### src/rtl/fetch_queue.sv
// fetch_queue: PC owner, instruction memory requester and in-order fetch FIFO with redirect flush; FETCH_STATS_EN adds stall/flush counters
module fetch_queue #(
  parameter int DEPTH = 4,
  parameter logic [31:0] RESET_PC = 32'h0000_0000
) (
  input  logic clk,
  input  logic reset,
  output logic imem_req,
  output logic [31:0] imem_addr,
  input  logic imem_rvalid,
  input  logic [31:0] imem_rdata,
  input  logic redirect,
  input  logic [31:0] redirect_pc,
  output logic instr_valid,
  input  logic instr_ready,
  output logic [31:0] instr,
  output logic [31:0] instr_pc,
  output logic [$clog2(DEPTH):0] q_count
`ifdef FETCH_STATS_EN
  ,
  output logic [31:0] stall_cycles,
  output logic [15:0] flush_count
`endif
);
  localparam int AW = $clog2(DEPTH);
  localparam int W = AW + 1;
  typedef enum logic {RUN, FLUSH} state_t;
  state_t state, state_next;
  logic [31:0] pc;
  logic [31:0] q_instr [DEPTH];
  logic [31:0] q_pc [DEPTH];
  logic [31:0] tag_pc [DEPTH];
  logic [AW-1:0] rd_ptr, wr_ptr, tag_rd, tag_wr;
  logic [W-1:0] count, outstanding, drop, drop_next;
  logic resp, push, pop;
  // a response with nothing outstanding is stale from before reset
  assign resp = imem_rvalid && outstanding != '0;
  assign push = resp && state == RUN && !redirect;
  assign pop = instr_valid && instr_ready && !redirect;
  assign imem_req = reset && !redirect && ({1'b0, count} + {1'b0, outstanding}) < (W + 1)'(DEPTH);
  assign imem_addr = pc;
  assign instr_valid = reset && count != '0;
  assign instr = q_instr[rd_ptr];
  assign instr_pc = q_pc[rd_ptr];
  assign q_count = count;
  always_comb begin
    drop_next = redirect ? outstanding - W'(resp) : drop - W'(resp && state == FLUSH);
    state_next = drop_next != '0 ? FLUSH : RUN;
  end
  // flushes move the write pointers back to the read pointers so the head word holds
  always_ff @(posedge clk) begin
    if (!reset) begin
      pc <= RESET_PC;
      wr_ptr <= rd_ptr;
      tag_wr <= tag_rd;
      count <= '0;
      outstanding <= '0;
      drop <= '0;
      state <= RUN;
    end else begin
      outstanding <= outstanding + W'(imem_req) - W'(resp);
      drop <= drop_next;
      state <= state_next;
      if (redirect) begin
        pc <= redirect_pc & ~32'h3;
        wr_ptr <= rd_ptr;
        tag_wr <= tag_rd;
        count <= '0;
      end else begin
        if (imem_req) begin
          pc <= pc + 32'd4;
          tag_pc[tag_wr] <= pc;
          tag_wr <= tag_wr + 1'b1;
        end
        if (push) begin
          q_instr[wr_ptr] <= imem_rdata;
          q_pc[wr_ptr] <= tag_pc[tag_rd];
          wr_ptr <= wr_ptr + 1'b1;
          tag_rd <= tag_rd + 1'b1;
        end
        if (pop)
          rd_ptr <= rd_ptr + 1'b1;
        count <= count + W'(push) - W'(pop);
      end
    end
  end
  always_ff @(posedge clk)
    if (reset && push)
      assert (count != W'(DEPTH));
`ifdef FETCH_STATS_EN
  always_ff @(posedge clk) begin
    if (!reset) begin
      stall_cycles <= '0;
      flush_count <= '0;
    end else begin
      if (!imem_req && !redirect && stall_cycles != '1)
        stall_cycles <= stall_cycles + 1'b1;
      if (redirect && flush_count != '1)
        flush_count <= flush_count + 1'b1;
    end
  end
`endif
endmodule
### config.mk
export PLATFORM = sky130hd
export DESIGN_NAME = fetch_queue
export DESIGN_NICKNAME = d
export VERILOG_FILES = /design/src/rtl/fetch_queue.sv
export SDC_FILE = /design/constraint.sdc
export NUM_CORES = 1
export LEC_CHECK = 0
export CAP_MARGIN = 0
export CORE_AREA = 2 2 173 175
export DETAILED_ROUTE_END_ITERATION = 10
export DIE_AREA = 0 0 175 177
export PLACE_DENSITY = 0.8
export SYNTH_ARGS = -nofsm -noshare
export SYNTH_HDL_FRONTEND = slang
export SYNTH_SLANG_ARGS = --single-unit
### constraint.sdc
create_clock -name clk -period 5.1 [get_ports clk]
set_input_delay 1.02 -clock clk [delete_from_list [all_inputs] [get_ports clk]]
set_output_delay 1.02 -clock clk [all_outputs]
set_load 0.01 [all_outputs]
==> results of run 1 <==
[worst max-delay path, delay by kind of cell, from the launching register on]
family   cells  cell delay (ps)
buf+inv      2              890
flops        1              810
mux          1              530
[final timing paths]
check / from / end / slack, ps / cells after the start
worst max-delay path: register / instr_pc[27] / 1290 / 3
worst min-delay path: rd_ptr[1]$_DFFE_PP_ / register / 540 / 1
worst max register to register: outstanding[2]$_SDFF_PN0_ / tag_pc[2][23]$_DFFE_PP_ / 2320 / 5
worst min register to register: rd_ptr[1]$_DFFE_PP_ / register / 540 / 1
[layout by cell type, fill, tap and decap left out, types with 17 or more instances in the layout]
cell / instances
inv_1: 21
clkdlybuf4s50_1: 163
clkbuf_16: 43
nand2_1: 31
o21ai_0: 25
mux4_2: 92
clkinv_1: 17
nand4_1: 17
ha_1: 19
edfxtp_1: 376
dfxtp_1: 40
nor2_1: 18
[power groups by stage]
stage | Combinational, mW | Sequential [mW] | Clock (mW)
2_1_floorplan | 0.353 | 4.06 | 0
3_3_place_gp | 0.547 | 4.11 | 0
3_5_place_dp | 0.566 | 4.12 | 0
4_1_cts | 0.571 | 4.05 | 2.81
5_1_grt | 0.622 | 4.07 | 2.94
6_report | 0.567 | 4.05 | 2.75
[layer usage]
layer | track usage | vias to the layer above
li1 | - | 3864
met1 | 0.300 | 4415
met2 | 0.345 | 372
met3 | 0.0357 | 58
met4 | 0.0597 | 0
met5 | 0 | -
[registers in the layout, indices dropped and copies added, names as in the netlist, named ones only]
name and count:
outstanding 3, tag_pc 120, tag_rd 2, q_instr 128, rd_ptr 2, drop 3, q_pc 120, wr_ptr 2
imem_addr 30, q_count 3, tag_wr 2, state 1
[cells by family after synthesis]
logic type      after synthesis  share of synthesized area
compound gates               77                     0.0311
xor+xnor                     19                     0.0101
fa+ha+maj                    21                     0.0169
buf+inv                      68                     0.0190
flops                       420                      0.740
mux                          92                      0.126
other cells                   1                   0.000228
simple gates                160                     0.0562
[area by class of cell]
cell class,count,area share
Clock buffer,50,0.0559
Clock inverter,26,0.00641
Inverter,22,0.00419
Sequential cell,420,0.618
Multi-Input combinational cell,373,0.202
Tap cell,390,0.0248
Timing Repair Buffer,177,0.0888
[metrics by stage]
stage,instance area (um^2),hold WS (ps)
2_1_floorplan,16500,494
3_3_place_gp,18500,507
3_5_place_dp,18500,525
4_1_cts,19700,535
5_1_grt,19700,553
6_report,19700,538
==> impl_metrics.toml, run 1 <==
[clocking]
cts_tree = "built"
clkTransAtPathRegs_ps = 60
numClockSinks = 420
cts.htree.levels = 2
insertion_delay_ps = 530
cts_root_buf = "clkbuf_16"
cts_resized = 0
cts_setup_buffers = 0
cts_hold_buf = 0
cts.path.max_buffers = 3
cts_made_buffers = 42

[synth]
synth_edf_count = 376
synth_area_leader_cell = "edfxtp_1"
synth-main-ff-cell = "edfxtp_1"
synthDistinctLibCells = 59
synthMostInstantiatedCell = "edfxtp_1"
ys_top_cells_by_count = "edfxtp_1, mux4_2, dfxtp_1"
ys_ff_latch = 420
ys_warn_count = 0
postSynthCellCount = 858
syn_area_mm2 = 0.0164
async_reset_ff_frac = 0
synth_area_per_cell_um2 = 19.2
yosysSeqAreaShare = 0.740
yosys.area.top_type_share = 0.687
synthTopCellsByArea = "edfxtp_1, mux4_2, dfxtp_1"

[timing]
fin_crit_sh = 0.746
max_freq_ghz = 0.263
rsz0062_at_grt = "false"
finClkSkew_ps = 17.4
hold_violations = 0
timing.final.ws_setup_ps = 1290
fin_crit_ps = 3810
drv_slew = 0
finalSetupTns_ps = 0
setup-violations-final = 0
tightest_slew_ps = 1110
slew_headroom = 0.257

[placed_design]
dp.cells = 1382
io_buffers = 163
place.gp.congestion = 0.869
dpl.hpwl_um = 19500
dp_slack_ps = 1330

[drt]
met1_length_um = 13700
dr.first_iter.drc_count = 749
wl_met2_um = 15600
vias_per_cell = 5.97
wl_met3_um = 2180
drc = 0
wirelength_um = 32100
routedWlPerCell_um = 22.0
highest_layer = "met4"
vias = 8709
ant_nets = 0
firstDrtPassIters = 5

[pwr]
vdd_drop_max_v = 0.000279
p_sw_frac = 0.222
comb_power_share = 0.077
share_seq_of_total_power = 0.550
power_switching_mw = 1.64
power_mw = 7.37
p_int_mw = 5.74
p_leak_nw = 6.39
clkPwrFrac = 0.374
power_density_mw_per_mm2 = 374

[critical_path]
worst_setup_path_end_kind = "output pin"
cp.arrival_ps = 2790
critical_path.max_fanout = 33
worst_path_largest_cell_delay_ps = 810
cp_slowest_cell = "dfxtp_4"
startpoint_type = "register"
worstSetupPathType = "reg2out"
required_ps = 4080
cp_cell_sequence = "buf_12, mux4_2, clkdlybuf4s50_1"

[die]
fp.dieH_um = 177
dieArea_mm2 = 0.0310
die_width_um = 175
ios = 170
start_util = 0.562
rows = 63
core-area_mm2 = 0.0292

[final_layout]
area_growth_pct = 19.9
seqCellArea_mm2 = 0.0122
fin_cells = 1458
fillers = 1896
multiInputGateArea_mm2 = 0.00398
post-route-util = 0.674
diodes = 0
drive_gt1_frac = 0.167
nets = 1126

[grt]
overflow = 0
grt_max_degree = 63
antenna_found_initial = 0
grt_pass1_wl_um = 50200
gr-usage-all-layers = 0.211
first_global_vias = 8965

[hold_path]
hold_class = "reg2reg"

[flow_run]
maxCapViolations = 0

[run_status]
status = "finished, final reports clean"
Power figures use the tool's default switching activity.
==> inputs of run 2 (changes only) <==
- CORE_AREA: 2 2 173 175 -> 2 2 183 185
- DIE_AREA: 0 0 175 177 -> 0 0 185 187
- PLACE_DENSITY: 0.8 -> 0.75
- clock period: 5.1 -> 3.1 ns (I/O delays scaled with it)
==> run 2 against run 1 <==
Against the previous run:
- clock-buffer cell count rose by 10
- design area rose by 3.5%
- power rose by 70%
- sequential power rose by 63%
- critical path depth rose by 2
- routed wire length rose by 5.2%
- setup slack got worse by 1200 ps
- die area rose by 12%
- cell count rose by 6.5%
- critical path type unchanged
- largest power group unchanged
==> impl_metrics.toml, run 2 (synthesis gave the netlist of run 1 again) <==
[critical_path]
timing.rr.end = "state$_SDFF_PN0_"
crit_cells = 5
required_ps = 2480
worst_setup_path_end_kind = "output pin"
reg2reg_slack_ps = 650
cp_cell_sequence = "ha_1, nor3_4, nand2_1, nor2_1, clkdlybuf4s50_1"
reg2regPathDepth = 8
worst_path_largest_cell_delay_ps = 580
path_buf_inv = 1
critical_path.max_fanout = 4
worstSetupPathType = "reg2out"
critical_path.top_delay_family = "simple AND/OR/NAND/NOR gates"
cp.arrival_ps = 2410
worstReg2RegStart = "outstanding[1]$_SDFF_PN0_"
cp_slowest_cell = "clkdlybuf4s50_1"
startpoint_type = "register"

[timing]
finalSetupTns_ps = 0
rsz0062_at_grt = "false"
tightest_slew_ps = 622
fin_crit_sh = 0.976
timing.final.ws_setup_ps = 73.5
slew_headroom = 0.585
setup-violations-final = 0
fin_crit_ps = 3030
finClkSkew_ps = 14.3
hold_violations = 0
max_freq_ghz = 0.330
drv_slew = 0

[final_layout]
largestRegisters = "q_instr: 128 flops, q_pc: 120 flops, tag_pc: 120 flops"
fillers = 2355
largest_register = "q_instr"
diodes = 0
drive_gt1_frac = 0.202
layout_commonest_cell = "edfxtp_1"
area_growth_pct = 24.1
largest_reg_flops = 128
final_cell_mix = "edfxtp_1, clkdlybuf4s50_1, mux4_2, clkbuf_16, dfxtp_1"
nets = 1164

[clocking]
cts_made_buffers = 42
cts.htree.levels = 2
numClockSinks = 420
clkTransAtPathRegs_ps = 60
cts_tree = "built"
insertion_delay_ps = 530
cts_root_buf = "clkbuf_16"
cts_hold_buf = 0
cts.path.max_buffers = 3

[pwr]
p_leak_nw = 6.70
power_density_mw_per_mm2 = 615
vdd_drop_max_v = 0.000409

[drt]
firstDrtPassIters = 5
ant_nets = 0
wirelength_um = 33800
vias_per_cell = 5.69
vias = 8841
drc = 0
routedWlPerCell_um = 21.7
dr.first_iter.drc_count = 943

[grt]
grt_pass1_wl_um = 51700
grt_max_degree = 39
overflow = 0
gr-usage-all-layers = 0.197
antenna_found_initial = 0
first_global_vias = 9092
top_usage_layer = "met2"
grt_use_met1 = 0.274
met2_usage = 0.324
grt_use_met3 = 0.0296

[placed_design]
dp_slack_ps = 246
dpl.hpwl_um = 21000
io_buffers = 163
place.gp.congestion = 0.858

[hold_path]
hold_class = "reg2reg"
hp-start = "rd_ptr[1]$_DFFE_PP_"
min_path_cells = 1

[die]
core-area_mm2 = 0.0329
ios = 170
dieArea_mm2 = 0.0346
rows = 67
die_width_um = 185
start_util = 0.500
fp.dieH_um = 187

[run_status]
status = "finished, final reports clean"

[flow_run]
maxCapViolations = 0
-- run 2: cell types whose count changed in the layout (fill, tap and decap cells not counted), sizes merged --
cell,previous run,this run
clkinvlp,2,1
buf,14,52
inv,23,21
clkinv,23,13
bufinv,0,2
clkbuf,50,60
-- run 2: repair_timing --
action,4_1_cts,5_1_grt
gates resized for setup,1,3
endpoints found under the setup margin,3,1
setup buffers,5,0
endpoints found under the hold margin,0,0
-- run 2: report_power, final --
group,internal [mW],switching (mW)
Combinational,0.514,0.563
Clock,2.88,1.98
Sequential,6.44,0.157
-- run 2: worst max path at each step --
| stage | startpoint | endpoint | slack [ps] |
|---|---|---|---|
| after global placement | imem_rvalid | q_count[2]$_SDFF_PP0_ | 290 |
| after global routing | q_count[2]$_SDFF_PP0_ | imem_req | 2 |
| after CTS | outstanding[2]$_SDFF_PN0_ | imem_req | 3 |
| after floorplan | redirect | q_instr[0][0]$_DFFE_PP_ | 260 |
| after detailed placement | imem_rvalid | q_count[2]$_SDFF_PP0_ | 250 |
| final | q_count[2]$_SDFF_PP0_ | imem_req | 70 |
-- run 2: area by class of cell --
cell class                      count  area, um^2  area share
Timing Repair Buffer              215        2250       0.110
Inverter                           22        82.6     0.00405
Multi-Input combinational cell    373        3990       0.196
Tap cell                          448         561      0.0275
Sequential cell                   420       12200       0.597
Clock inverter                     15         121     0.00595
Clock buffer                       60        1210      0.0594
-- run 2: per-stage QoR --
step / utilization / hold slack, ps / power [mW] / area [um^2] / std cells
final: 0.621 / 509 / 12.5 / 20400 / 1553
after detailed placement: 0.578 / 503 / 7.78 / 19000 / 1473
after CTS: 0.620 / 513 / 12.6 / 20400 / 1553
after global placement: 0.578 / 500 / 7.73 / 19000 / 1473
after global routing: 0.621 / 557 / 13.0 / 20400 / 1553
after floorplan: - / 494 / 7.26 / 16500 / 861
-- run 2: layer usage --
metal | share of wire | wire length [um]
met3 | 0.066 | 2230
met1 | 0.42 | 14100
met5 | 0 | 0
met2 | 0.49 | 16600
met4 | 0.025 | 844
